**src/rtl/cpu_control_fsm.sv**
```systemverilog
// cpu_control_fsm: multi-cycle fetch/decode/execute control unit and flag register for the 16-bit CPU.
// All strobes are Moore-decoded from the registered state and held at zero while reset is low.
module cpu_control_fsm #(
    parameter logic [6:0] OPC_LOAD  = 7'd8,
    parameter logic [6:0] OPC_STORE = 7'd9,
    parameter logic [6:0] OPC_BZ    = 7'd16,
    parameter logic [6:0] OPC_HALT  = 7'd127
) (
    input  logic       clk,
    input  logic       reset,
    input  logic [6:0] opc,
    input  logic [2:0] opd1,
    input  logic [2:0] opd2,
    input  logic [2:0] opd3,
    input  logic       alu_c,
    input  logic       alu_v,
    input  logic       alu_s,
    input  logic       alu_z,
    output logic       ld_pc,
    output logic       ld_ir,
    output logic       ld_mar,
    output logic       rd_mem,
    output logic       wr_mem,
    output logic       ld_mdr_z,
    output logic       ld_mdr_data,
    output logic       wr_reg,
    output logic       rd_reg,
    output logic       ld_alu,
    output logic [4:0] ld_x,
    output logic [4:0] ld_y,
    output logic [2:0] wr_rega,
    output logic [2:0] rd_rega,
    output logic [2:0] fsel,
    output logic [4:0] state,
    output logic [3:0] flags,
    output logic       illegal,
    output logic       halted
);
    localparam logic [4:0] S_FETCH0 = 5'd0;
    localparam logic [4:0] S_FETCH1 = 5'd1;
    localparam logic [4:0] S_FETCH2 = 5'd2;
    localparam logic [4:0] S_DECODE = 5'd3;
    localparam logic [4:0] S_EX0    = 5'd4;
    localparam logic [4:0] S_EX1    = 5'd5;
    localparam logic [4:0] S_LD0    = 5'd6;
    localparam logic [4:0] S_LD1    = 5'd7;
    localparam logic [4:0] S_LD2    = 5'd8;
    localparam logic [4:0] S_LD3    = 5'd9;
    localparam logic [4:0] S_ST0    = 5'd10;
    localparam logic [4:0] S_ST1    = 5'd11;
    localparam logic [4:0] S_ST2    = 5'd12;
    localparam logic [4:0] S_BR0    = 5'd13;
    localparam logic [4:0] S_HALT   = 5'd31;
    localparam logic [4:0] X_PC     = 5'b00001;
    localparam logic [4:0] X_REG    = 5'b00100;
    localparam logic [4:0] X_MDR    = 5'b01000;
    localparam logic [4:0] X_CONST2 = 5'b10000;
    localparam logic [2:0] F_PASSX  = 3'b110;

    logic [4:0] next_state;
    logic       supported;

    assign supported = opc <= 7'd4 || opc == OPC_LOAD || opc == OPC_STORE || opc == OPC_BZ || opc == OPC_HALT;

    always_ff @(posedge clk or negedge reset) begin
        if (!reset) begin
            state <= S_FETCH0;
            flags <= 4'd0;
        end else begin
            state <= next_state;
            if (state == S_EX1)
                flags <= {alu_c, alu_v, alu_s, alu_z};
        end
    end

    always_comb begin
        next_state = S_FETCH0;
        case (state)
            S_FETCH0: next_state = S_FETCH1;
            S_FETCH1: next_state = S_FETCH2;
            S_FETCH2: next_state = S_DECODE;
            S_DECODE: next_state = opc <= 7'd4      ? S_EX0 :
                                   opc == OPC_LOAD  ? S_LD0 :
                                   opc == OPC_STORE ? S_ST0 :
                                   opc == OPC_BZ    ? S_BR0 :
                                   opc == OPC_HALT  ? S_HALT : S_FETCH0;
            S_EX0:    next_state = S_EX1;
            S_LD0:    next_state = S_LD1;
            S_LD1:    next_state = S_LD2;
            S_LD2:    next_state = S_LD3;
            S_ST0:    next_state = S_ST1;
            S_ST1:    next_state = S_ST2;
            S_HALT:   next_state = S_HALT;
            default:  next_state = S_FETCH0;
        endcase
    end

    // Everything defaults to zero; the case only runs once reset is released.
    always_comb begin
        ld_pc       = 1'b0;
        ld_ir       = 1'b0;
        ld_mar      = 1'b0;
        rd_mem      = 1'b0;
        wr_mem      = 1'b0;
        ld_mdr_z    = 1'b0;
        ld_mdr_data = 1'b0;
        wr_reg      = 1'b0;
        rd_reg      = 1'b0;
        ld_alu      = 1'b0;
        ld_x        = 5'd0;
        ld_y        = 5'd0;
        wr_rega     = 3'd0;
        rd_rega     = 3'd0;
        fsel        = 3'd0;
        illegal     = 1'b0;
        halted      = 1'b0;
        if (reset) begin
            case (state)
                S_FETCH0: begin
                    ld_x   = X_PC;
                    fsel   = F_PASSX;
                    ld_alu = 1'b1;
                    ld_mar = 1'b1;
                end
                S_FETCH1: begin
                    rd_mem = 1'b1;
                    ld_y   = X_PC;
                end
                S_FETCH2: begin
                    ld_ir  = 1'b1;
                    ld_x   = X_CONST2;
                    ld_alu = 1'b1;
                    ld_pc  = 1'b1;
                end
                S_DECODE: illegal = !supported;
                S_EX0: begin
                    rd_reg  = 1'b1;
                    rd_rega = opd3;
                    ld_y    = X_REG;
                end
                S_EX1: begin
                    rd_reg  = 1'b1;
                    rd_rega = opd2;
                    ld_x    = X_REG;
                    fsel    = opc[2:0];
                    ld_alu  = 1'b1;
                    wr_reg  = 1'b1;
                    wr_rega = opd1;
                end
                S_LD0, S_ST0: begin
                    rd_reg  = 1'b1;
                    rd_rega = opd2;
                    ld_x    = X_REG;
                    fsel    = F_PASSX;
                    ld_alu  = 1'b1;
                    ld_mar  = 1'b1;
                end
                S_LD1: rd_mem = 1'b1;
                S_LD2: ld_mdr_data = 1'b1;
                S_LD3: begin
                    ld_x    = X_MDR;
                    fsel    = F_PASSX;
                    ld_alu  = 1'b1;
                    wr_reg  = 1'b1;
                    wr_rega = opd1;
                end
                S_ST1: begin
                    rd_reg   = 1'b1;
                    rd_rega  = opd1;
                    ld_x     = X_REG;
                    fsel     = F_PASSX;
                    ld_alu   = 1'b1;
                    ld_mdr_z = 1'b1;
                end
                S_ST2: wr_mem = 1'b1;
                S_BR0: if (flags[0]) begin
                    rd_reg  = 1'b1;
                    rd_rega = opd1;
                    ld_x    = X_REG;
                    fsel    = F_PASSX;
                    ld_alu  = 1'b1;
                    ld_pc   = 1'b1;
                end
                S_HALT: halted = 1'b1;
                default: ;
            endcase
        end
    end
endmodule

```
**config.mk**
```make
export PLATFORM = sky130hd
export DESIGN_NAME = cpu_control_fsm
export DESIGN_NICKNAME = d
export VERILOG_FILES = /design/src/rtl/cpu_control_fsm.sv
export SDC_FILE = /design/constraint.sdc
export NUM_CORES = 1
export LEC_CHECK = 0
export BUFFER_PORTS_ARGS = -buffer_cell sky130_fd_sc_hd__buf_2
export CAP_MARGIN = 15
export CORE_MARGIN = 2
export CORE_UTILIZATION = 40
export DETAILED_ROUTE_END_ITERATION = 12
export HOLD_SLACK_MARGIN = 0.12
export PLACE_DENSITY_LB_ADDON = 0.3
export SLEW_MARGIN = 40
export SYNTH_ARGS = -nofsm -noshare
export SYNTH_HDL_FRONTEND = slang
export SYNTH_SLANG_ARGS = --single-unit
export TNS_END_PERCENT = 30
```
**constraint.sdc**
```tcl
create_clock -name clk -period 1.6 [get_ports clk]
set_input_delay 0.08 -clock clk [delete_from_list [all_inputs] [get_ports clk]]
set_output_delay 0.08 -clock clk [all_outputs]
set_load 0.1 [all_outputs]
```
==> flow_summary_export.csv, run 1 <==
group,metric,value,unit
run_status,outcome,"aborted with a tool error",
run_status,failed_stage,"global routing",
run_status,error,"[ERROR DPL-0038] Utilization greater than 100%, impossible to legalize",
floorplanning,initial_core_util,41.5,%
place,dpl.hpwl,3930,µm
timing,postGrtWorstEndpoint,"rd_reg",
place,placed_area,2290,µm²
floorplanning,width_of_the_die,57.0,µm
yosys,postSynthCellCount,154,
place,port_buffers,57,
yosys,post_synth_instance_area,1120,µm²
yosys,synthDistinctLibCells,48,
yosys,synth_seq_area_share,20.0,%
floorplanning,top_level_ports,62,
clock_tree,cts.root.buffer_cell,"sky130_fd_sc_hd__clkbuf_4",
floorplanning,std_cell_rows,19,
place,place_congestion,0.914,
yosys,postSynthAreaPerCell,7.30,µm²
clock_tree,htree_num_levels,1,
floorplanning,floorplan.die.height,57.0,µm
yosys,yosysWarnings,0,
grt,largest_net_degree_at_the_start_of_global_routing,12,
clock_tree,clock_net_sink_count,9,
timing,worst-ep-kind,"primary output",
clock_tree,clock_tree.buffer_depth,2,
yosys,synth.ff_latch_count,9,
clock_tree,numCtsBuffers,3,
## cells in the mapped netlist, drive strengths merged
cell | count | area, µm²
nor2 | 17 | 71.3
a21o | 2 | 15.0
or2 | 4 | 25.0
xnor2 | 1 | 8.76
buf | 14 | 82.6
nor2b | 3 | 18.8
or3b | 1 | 11.3
nand3 | 2 | 10.0
nor3b | 2 | 20.0
nand2 | 14 | 52.6
o21ai | 3 | 15.0
o32ai | 1 | 16.3
and2b | 1 | 7.51
o31ai | 1 | 7.51
mux2 | 4 | 45.0
nand4 | 5 | 31.3
nand3b | 2 | 15.0
and3 | 3 | 18.8
clkbuf | 1 | 3.75
a41o | 1 | 10.0
o21a | 2 | 15.0
o22ai | 1 | 6.26
a211oi | 2 | 15.0
a21oi | 8 | 40.0
conb | 1 | 3.75
o22a | 1 | 8.76
xor2 | 3 | 26.3
nor4 | 3 | 25.0
a211o | 1 | 8.76
a311o | 1 | 10.0
o221ai | 3 | 26.3
nor3 | 10 | 60.1
inv | 4 | 15.0
dfrtp | 9 | 225
o211ai | 7 | 52.6
or4 | 1 | 7.51
nand2b | 9 | 56.3
a31oi | 3 | 18.8
and2 | 3 | 18.8
## repair_timing
action	in CTS
setup buffers	7
setup endpoints to repair	33
cloned	0
resized for setup	33
pin swaps	21
hold endpoints to repair	13
hold buffers	5
## cells by family after synthesis
group,synth area share (%)
compound gates,23.6
buf+inv,9.01
flops,20.0
simple gates,39.9
other cells,0.333
mux,4.00
xor+xnor,3.12
## stage by stage
| stage | setup TNS, ns | hold WS (ns) | std cells | worst slack (ns) | utilization, % |
|---|---|---|---|---|---|
| 4_1_cts | -7.83 | 0.211 | 289 | -0.460 | 93.8 |
| 3_5_place_dp | -2.57 | 0.111 | 273 | -0.209 | 84.4 |
| 3_3_place_gp | -1.50 | 0.0969 | 273 | -0.120 | 84.4 |
| 2_1_floorplan | -23.71 | -0.216 | 157 | -1.27 | - |
==> inputs of run 2 (changes only) <==
--- a/config.mk
+++ b/config.mk
@@ -7,11 +7,10 @@
 export LEC_CHECK = 0
 export BUFFER_PORTS_ARGS = -buffer_cell sky130_fd_sc_hd__buf_2
 export CAP_MARGIN = 15
-export CORE_MARGIN = 2
-export CORE_UTILIZATION = 40
+export CORE_AREA = 2 2 63 65
 export DETAILED_ROUTE_END_ITERATION = 12
-export HOLD_SLACK_MARGIN = 0.12
-export PLACE_DENSITY_LB_ADDON = 0.3
+export DIE_AREA = 0 0 65 67
+export PLACE_DENSITY_LB_ADDON = 0.15
 export SLEW_MARGIN = 40
 export SYNTH_ARGS = -nofsm -noshare
 export SYNTH_HDL_FRONTEND = slang
==> constraint.sdc (replaced) <==
create_clock -name clk -period 2.1 [get_ports clk]
set_input_delay 0.105 -clock clk [delete_from_list [all_inputs] [get_ports clk]]
set_output_delay 0.105 -clock clk [all_outputs]
set_load 0.1 [all_outputs]
==> flow_summary_export.csv, run 2 <==
group,metric,value,unit
run_status,outcome,"complete, no violations",
clock_tree,clock_tree.buffer_depth,2,
yosys,yosys_most_used_dff,"sky130_fd_sc_hd__dfrtp_1",
power,switching_share,28.9,%
yosys,synth_seq_area_share,20.0,%
final_layout,antennaDiodeCount,0,
critical_path,crit_path_max_incr_delay,0.54,ns
min_path,min-delay-start,"alu_z",
floorplanning,std_cell_rows,22,
grt,grt_overflow_total,0,
timing,final_min_period_over_clock_period,98.2,%
power,power_density,214,nW/µm²
timing,hold_violations,0,
clock_tree,numCtsBuffers,3,
floorplanning,initial_core_util,31.2,%
grt,initial_antenna_violation_count,0,
critical_path,r2r_cells,3,
clock_tree,tritoncts,"yes",
final_layout,fillers,319,
final_layout,drive_gt1_share,52.7,%
timing,layout_min_cycle_time,2.06,ns
yosys,post_synth_most_frequent_cells,"sky130_fd_sc_hd__nor2_1 (16), sky130_fd_sc_hd__nand2_1 (14), sky130_fd_sc_hd__dfrtp_1 (9), sky130_fd_sc_hd__nand2b_1 (9)",
final_layout,sequential_cell_area,244,µm²
floorplanning,width_of_the_die,65,µm
floorplanning,floorplan.die_area,4360,µm²
clock_tree,htree_num_levels,1,
yosys,most_common_cell_in_the_synthesized_netlist,"sky130_fd_sc_hd__nor2_1",
clock_tree,path_clk_slew,0.05,ns
power,irDropWorstVdd,0.000316,V
detailed_routing,postRouteAntennaNets,0,
yosys,postSynthCellCount,154,
timing,final-setup-viol-count,0,
detailed_routing,drt_first_iter_violations,40,
floorplanning,top_level_ports,62,
final_layout,syn_to_final_growth,90.8,%
floorplanning,floorplan.die.height,67,µm
timing,setup_tns_final,0,ns
detailed_routing,first_pass_iters,4,
power,leakagePower,0.000882,µW
critical_path,crit_buf_inv,1,
final_layout,largest_register_ffs,5,
final_layout,mostFrequentLayoutCells,"sky130_fd_sc_hd__buf_2 (34), sky130_fd_sc_hd__buf_12 (22), sky130_fd_sc_hd__buf_4 (18)",
detailed_routing,routed_wl,4060,µm
floorplanning,core_region_area,3610,µm²
yosys,synth_largest_type_area_fraction,20.0,%
yosys,post_synth_instance_area,1120,µm²
clock_tree,clock_net_sink_count,9,
critical_path,cp_data_required_time,2.00,ns
yosys,synthDistinctLibCells,48,
critical_path,slowest_stage,"sky130_fd_sc_hd__dfrtp_4",
yosys,synthArstFlopShare,100,%
detailed_routing,post_drt_via_cell_ratio,5.27,
critical_path,crit_cells,5,
critical_path,critical_path_peak_fanout,12,
critical_path,regToRegStartpoint,"state[4]",
place,placement.setup.worst_slack,0.151,ns
grt,global_route_wire_length_before_repair,6030,µm
grt,largest_net_degree_at_the_start_of_global_routing,20,
final_layout,layout_commonest_cell,"sky130_fd_sc_hd__buf_2",
power,pwr-share-seq,37.8,%
min_path,timing.hold.worst_endpoint,"flags[0]",
yosys,synth_top_area_cell,"sky130_fd_sc_hd__dfrtp_1",
critical_path,path_class,"reg2out",
detailed_routing,route.detailed.drc,0,
clock_tree,cts.root.buffer_cell,"sky130_fd_sc_hd__clkbuf_8",
min_path,worst_hold_path_type,"in2reg",
detailed_routing,detail_route.wl_per_cell,15.0,µm
power,internal_power,327,µW
clock_tree,worstSkewPairLatency,0.23,ns
yosys,yosysWarnings,0,
critical_path,critical_path.cell_chain,"or3b_4, o32ai_4, nand2_1, a31oi_4, buf_12",
critical_path,cp.arrival,1.96,ns
critical_path,critPathCaptureType,"output pin",
detailed_routing,route.vias.total,1423,
yosys,synth.ff_latch_count,9,
timing,worst_clock_skew,0.00271,ns
timing,finalMaxSlewViolations,0,
place,port_buffers,57,
timing,setup_ws_post_layout,0.0378,ns
grt,number_of_global_route_vias_before_repair,1283,
min_path,whs_path_depth,2,
yosys,ys_top_cells_by_area,"sky130_fd_sc_hd__dfrtp_1 (20%), sky130_fd_sc_hd__nor2_1 (5.3%), sky130_fd_sc_hd__nand2b_1 (5.0%)",
yosys,postSynthAreaPerCell,7.30,µm²
critical_path,worstSetupStartpointType,"flop",
final_layout,multiInputGateArea,1020,µm²
final_layout,top_regs,"state (5), flags (4)",
final_layout,post_layout_net_count,245,
grt,global_route.usage.total,17.8,%
final_layout,largest-register,"state",
place,place_congestion,0.844,
timing,max_freq,485,MHz
timing,rsz0062_at_grt,"yes",
critical_path,worstReg2RegEnd,"flags[1]",
power,clock_power_share,43.5,%
place,post-place-cells,250,
power,combinational_share_of_power,18.6,%
power,power_switching,133,µW
critical_path,timing.reg2reg.setup_slack,0.40,ns
place,dpl.hpwl,2960,µm
run,max_cap_violations,0,
final_layout,post_layout_nonfiller_instances,270,
critical_path,path_delay_family,"simple AND/OR/NAND/NOR gates",
yosys,synth_enable_flop_cells,0,
==> run 2: through the flow <==
stage	total power [µW]	hold slack [ns]	utilization [%]	instance area, µm²
2_1_floorplan	232	-0.191	-	1320
3_3_place_gp	257	0.00672	53.2	1920
3_5_place_dp	260	0.0138	53.2	1920
4_1_cts	467	0.0828	55.0	1980
5_1_grt	477	0.0911	59.5	2150
6_report	460	0.0901	59.5	2150
==> run 2: area by class of cell <==
class / instances / area share, %
Multi-Input combinational cell: 129 / 47.5
Timing Repair Buffer: 76 / 35.6
Sequential cell: 9 / 11.4
Inverter: 4 / 0.700
Tap cell: 48 / 2.80
Clock buffer: 4 / 2.10
==> run 2: logic make-up (layout without fill, tap and decap cells) <==
group,Yosys count,in the layout,share of synthesized area [%]
flip-flops,9,9,20.0
multiplexers,4,4,4.00
buffers and inverters,19,84,9.01
XOR/XNOR,4,4,3.12
AO/OA/AOI/OAI,37,37,23.6
other,1,4,0.333
AND/OR/NAND/NOR,80,80,39.9
==> run 2: what timing repair did <==
item | CTS | global route
pin swaps | 1 | 0
hold buffers | 1 | 0
resized for setup | 1 | 9
setup endpoints to repair | 2 | 12
endpoints found under the hold margin | 9 | 0
buffers inserted | 1 | 14
==> run 2: worst max path at each step <==
stage                  start    endpoint  slack, ns
floorplan           state[2]      ld_alu      -0.80
finish              state[4]  rd_rega[2]       0.04
detailed placement  state[2]     illegal       0.15
global placement    state[2]     illegal       0.22
global route        state[4]  rd_rega[2]      -0.05
CTS                 state[4]  rd_rega[1]     -0.009
==> run 2: power by group through the flow <==
stage                     Sequential (µW)  Clock [µW]  Combinational [µW]
after floorplan                       177           0                55.1
after global placement                177           0                80.6
after detailed placement              177           0                83.2
after CTS                             174         208                84.7
after global routing                  174         213                90.4
final                                 174         200                85.6
==> run 2: worst reg2reg max path, cell delays in order, from the launching register on <==
cell	delay, ns
sky130_fd_sc_hd__dfrtp_4	0.54
sky130_fd_sc_hd__or3b_4	0.47
sky130_fd_sc_hd__nor2_4	0.21
sky130_fd_sc_hd__mux2_1	0.35
==> run 2: layer usage <==
layer	wire length (µm)	up-vias	track usage [%]
met5	0	-	0
li1	-	686	-
met1	1560	670	20.1
met4	37	0	5.85
met3	263	6	3.89
met2	2200	61	32.9
Note: power is estimated with default switching activity, not from simulation.
==> inputs of run 3 (changes only) <==
--- a/config.mk
+++ b/config.mk
@@ -10,6 +10,8 @@
 export CORE_AREA = 2 2 63 65
 export DETAILED_ROUTE_END_ITERATION = 12
 export DIE_AREA = 0 0 65 67
+export GPL_TIMING_DRIVEN = 1
+export HOLD_SLACK_MARGIN = 0.12
 export PLACE_DENSITY_LB_ADDON = 0.15
 export SLEW_MARGIN = 40
 export SYNTH_ARGS = -nofsm -noshare
==> flow_summary_export.csv, run 3 (synthesis gave the netlist of run 2 again) <==
group,metric,value,unit
power,internal_power,332,µW
critical_path,slowest_stage,"sky130_fd_sc_hd__dfrtp_4",
power,combinational_share_of_power,19.7,%
grt,global_route.usage.total,18.0,%
final_layout,layout_commonest_cell,"sky130_fd_sc_hd__buf_2",
timing,worst_clock_skew,0.00378,ns
final_layout,syn_to_final_growth,94.3,%
critical_path,path_delay_family,"simple AND/OR/NAND/NOR gates",
critical_path,critical_path_peak_fanout,12,
timing,final-setup-viol-count,0,
final_layout,drive_gt1_share,51.8,%
final_layout,mostFrequentLayoutCells,"sky130_fd_sc_hd__buf_2 (34), sky130_fd_sc_hd__buf_12 (22), sky130_fd_sc_hd__buf_4 (18)",
detailed_routing,route.detailed.drc,0,
grt,number_of_global_route_vias_before_repair,1293,
critical_path,regToRegStartpoint,"state[4]",
power,clock_power_share,42.9,%
critical_path,crit_cells,5,
critical_path,worstReg2RegEnd,"flags[1]",
clock_tree,path_clk_slew,0.05,ns
clock_tree,clock_tree.buffer_depth,2,
power,irDropWorstVdd,0.000313,V
critical_path,cp_data_required_time,2.00,ns
detailed_routing,detail_route.wl_per_cell,15.0,µm
clock_tree,worstSkewPairLatency,0.23,ns
floorplanning,core_region_area,3610,µm²
critical_path,worst_setup_path_endpoint,"rd_rega[2]",
run_status,outcome,"complete, no violations",
detailed_routing,post_drt_via_cell_ratio,5.16,
run,max_cap_violations,0,
final_layout,fillers,314,
critical_path,critPathCaptureType,"output pin",
min_path,worst_hold_path_type,"in2reg",
grt,grt_overflow_total,0,
floorplanning,floorplan.die.height,67,µm
critical_path,path_class,"reg2out",
power,pwr-share-seq,37.4,%
detailed_routing,drt_first_iter_violations,61,
clock_tree,tritoncts,"yes",
critical_path,worstSetupStartpointType,"flop",
final_layout,top_regs,"state (5), flags (4)",
clock_tree,htree_num_levels,1,
grt,initial_antenna_violation_count,0,
place,port_buffers,57,
clock_tree,cts.root.buffer_cell,"sky130_fd_sc_hd__clkbuf_8",
floorplanning,width_of_the_die,65,µm
final_layout,layout.core_utilization,60.6,%
critical_path,startpoint_of_the_most_critical_setup_path,"state[4]",
power,total_power,465,µW
timing,layout_min_cycle_time,2.07,ns
power,leakagePower,0.000899,µW
timing,hold_violations,0,
final_layout,antennaDiodeCount,0,
detailed_routing,first_pass_iters,4,
floorplanning,initial_core_util,31.2,%
detailed_routing,postRouteAntennaNets,0,
place,placement.setup.worst_slack,0.151,ns
detailed_routing,routed_wl,4100,µm
critical_path,r2r_cells,3,
final_layout,largest-register,"state",
timing,setup_tns_final,0,ns
timing,final_min_period_over_clock_period,98.4,%
grt,global_route_wire_length_before_repair,6090,µm
timing,setup_ws_post_layout,0.0332,ns
critical_path,timing.reg2reg.setup_slack,0.39,ns
floorplanning,top_level_ports,62,
place,place_congestion,0.844,
timing,rsz0062_at_grt,"yes",
power,power_switching,133,µW
power,power_density,213,nW/µm²
critical_path,crit_buf_inv,1,
place,dpl.hpwl,2960,µm
min_path,min-delay-start,"opc[6]",
clock_tree,clock_net_sink_count,9,
grt,largest_net_degree_at_the_start_of_global_routing,20,
final_layout,largest_register_ffs,5,
critical_path,cp.arrival,1.96,ns
timing,max_freq,484,MHz
clock_tree,numCtsBuffers,3,
floorplanning,std_cell_rows,22,
final_layout,post_layout_net_count,249,
critical_path,critical_path.cell_chain,"or3b_4, o32ai_4, nand2_1, a31oi_4, buf_12",
detailed_routing,route.vias.total,1415,
power,switching_share,28.6,%
floorplanning,floorplan.die_area,4360,µm²
critical_path,crit_path_max_incr_delay,0.54,ns
timing,finalMaxSlewViolations,0,
-- run 3: changes by cell type in the layout (fill, tap and decap cells not counted), sizes merged --
cell	change
dlygate4sd3	+4
-- run 3: how the worst min path moves through the flow --
stage,endpoint,slack (ns),cells past startpoint
2_1_floorplan,flags[0],-0.19,0
5_1_grt,state[1],0.30,2
6_report,state[4],0.29,4
3_3_place_gp,flags[3],0.007,1
4_1_cts,state[4],0.29,4
3_5_place_dp,flags[1],0.01,1
-- run 3: tightest hold or removal path: stages --
cell,delay [ns]
sky130_fd_sc_hd__buf_2,0.12
sky130_fd_sc_hd__nand3_1,0.09
sky130_fd_sc_hd__or4_1,0.11
sky130_fd_sc_hd__a21oi_1,0.06
-- run 3: power groups by stage --
stage	combinational, µW	sequential [µW]	clock [µW]
after global placement	80.6	177	0
after floorplan	55.1	177	0
after global routing	96.7	174	212
after CTS	90.5	174	208
after detailed placement	83.2	177	0
final	91.5	174	199
-- run 3: cell type report --
class	instances	area (µm²)	share of cell area (%)
tap	48	60.1	2.75
clock buffer	4	45.0	2.06
inverter	4	15.0	0.687
multi-input combinational	129	1020	46.6
timing repair buffer	80	803	36.7
sequential	9	244	11.2
-- run 3: what timing repair did --
| action | in CTS | in global routing |
|---|---|---|
| resized for setup | 1 | 9 |
| endpoints found under the setup margin | 2 | 12 |
| pin swaps | 1 | 0 |
| buffers inserted | 1 | 14 |
| endpoints found under the hold margin | 13 | 0 |
| hold buffers | 5 | 0 |
-- run 3: per-stage QoR --
step	hold WS [ns]	instance area (µm²)	instances
finish	0.291	2190	274
global route	0.302	2190	274
CTS	0.287	2020	260
detailed placement	0.0138	1920	250
global placement	0.00672	1920	250
floorplan	-0.191	1320	157
-- run 3: layer usage --
layer  share of wire [%]  up-vias  global-route usage [%]
met2                  54       56                    32.9
met1                  39      660                    20.7
li1                    -      695                       -
met4                0.71        0                    5.85
met5                   0        -                       0
met3                 5.8        4                    3.89
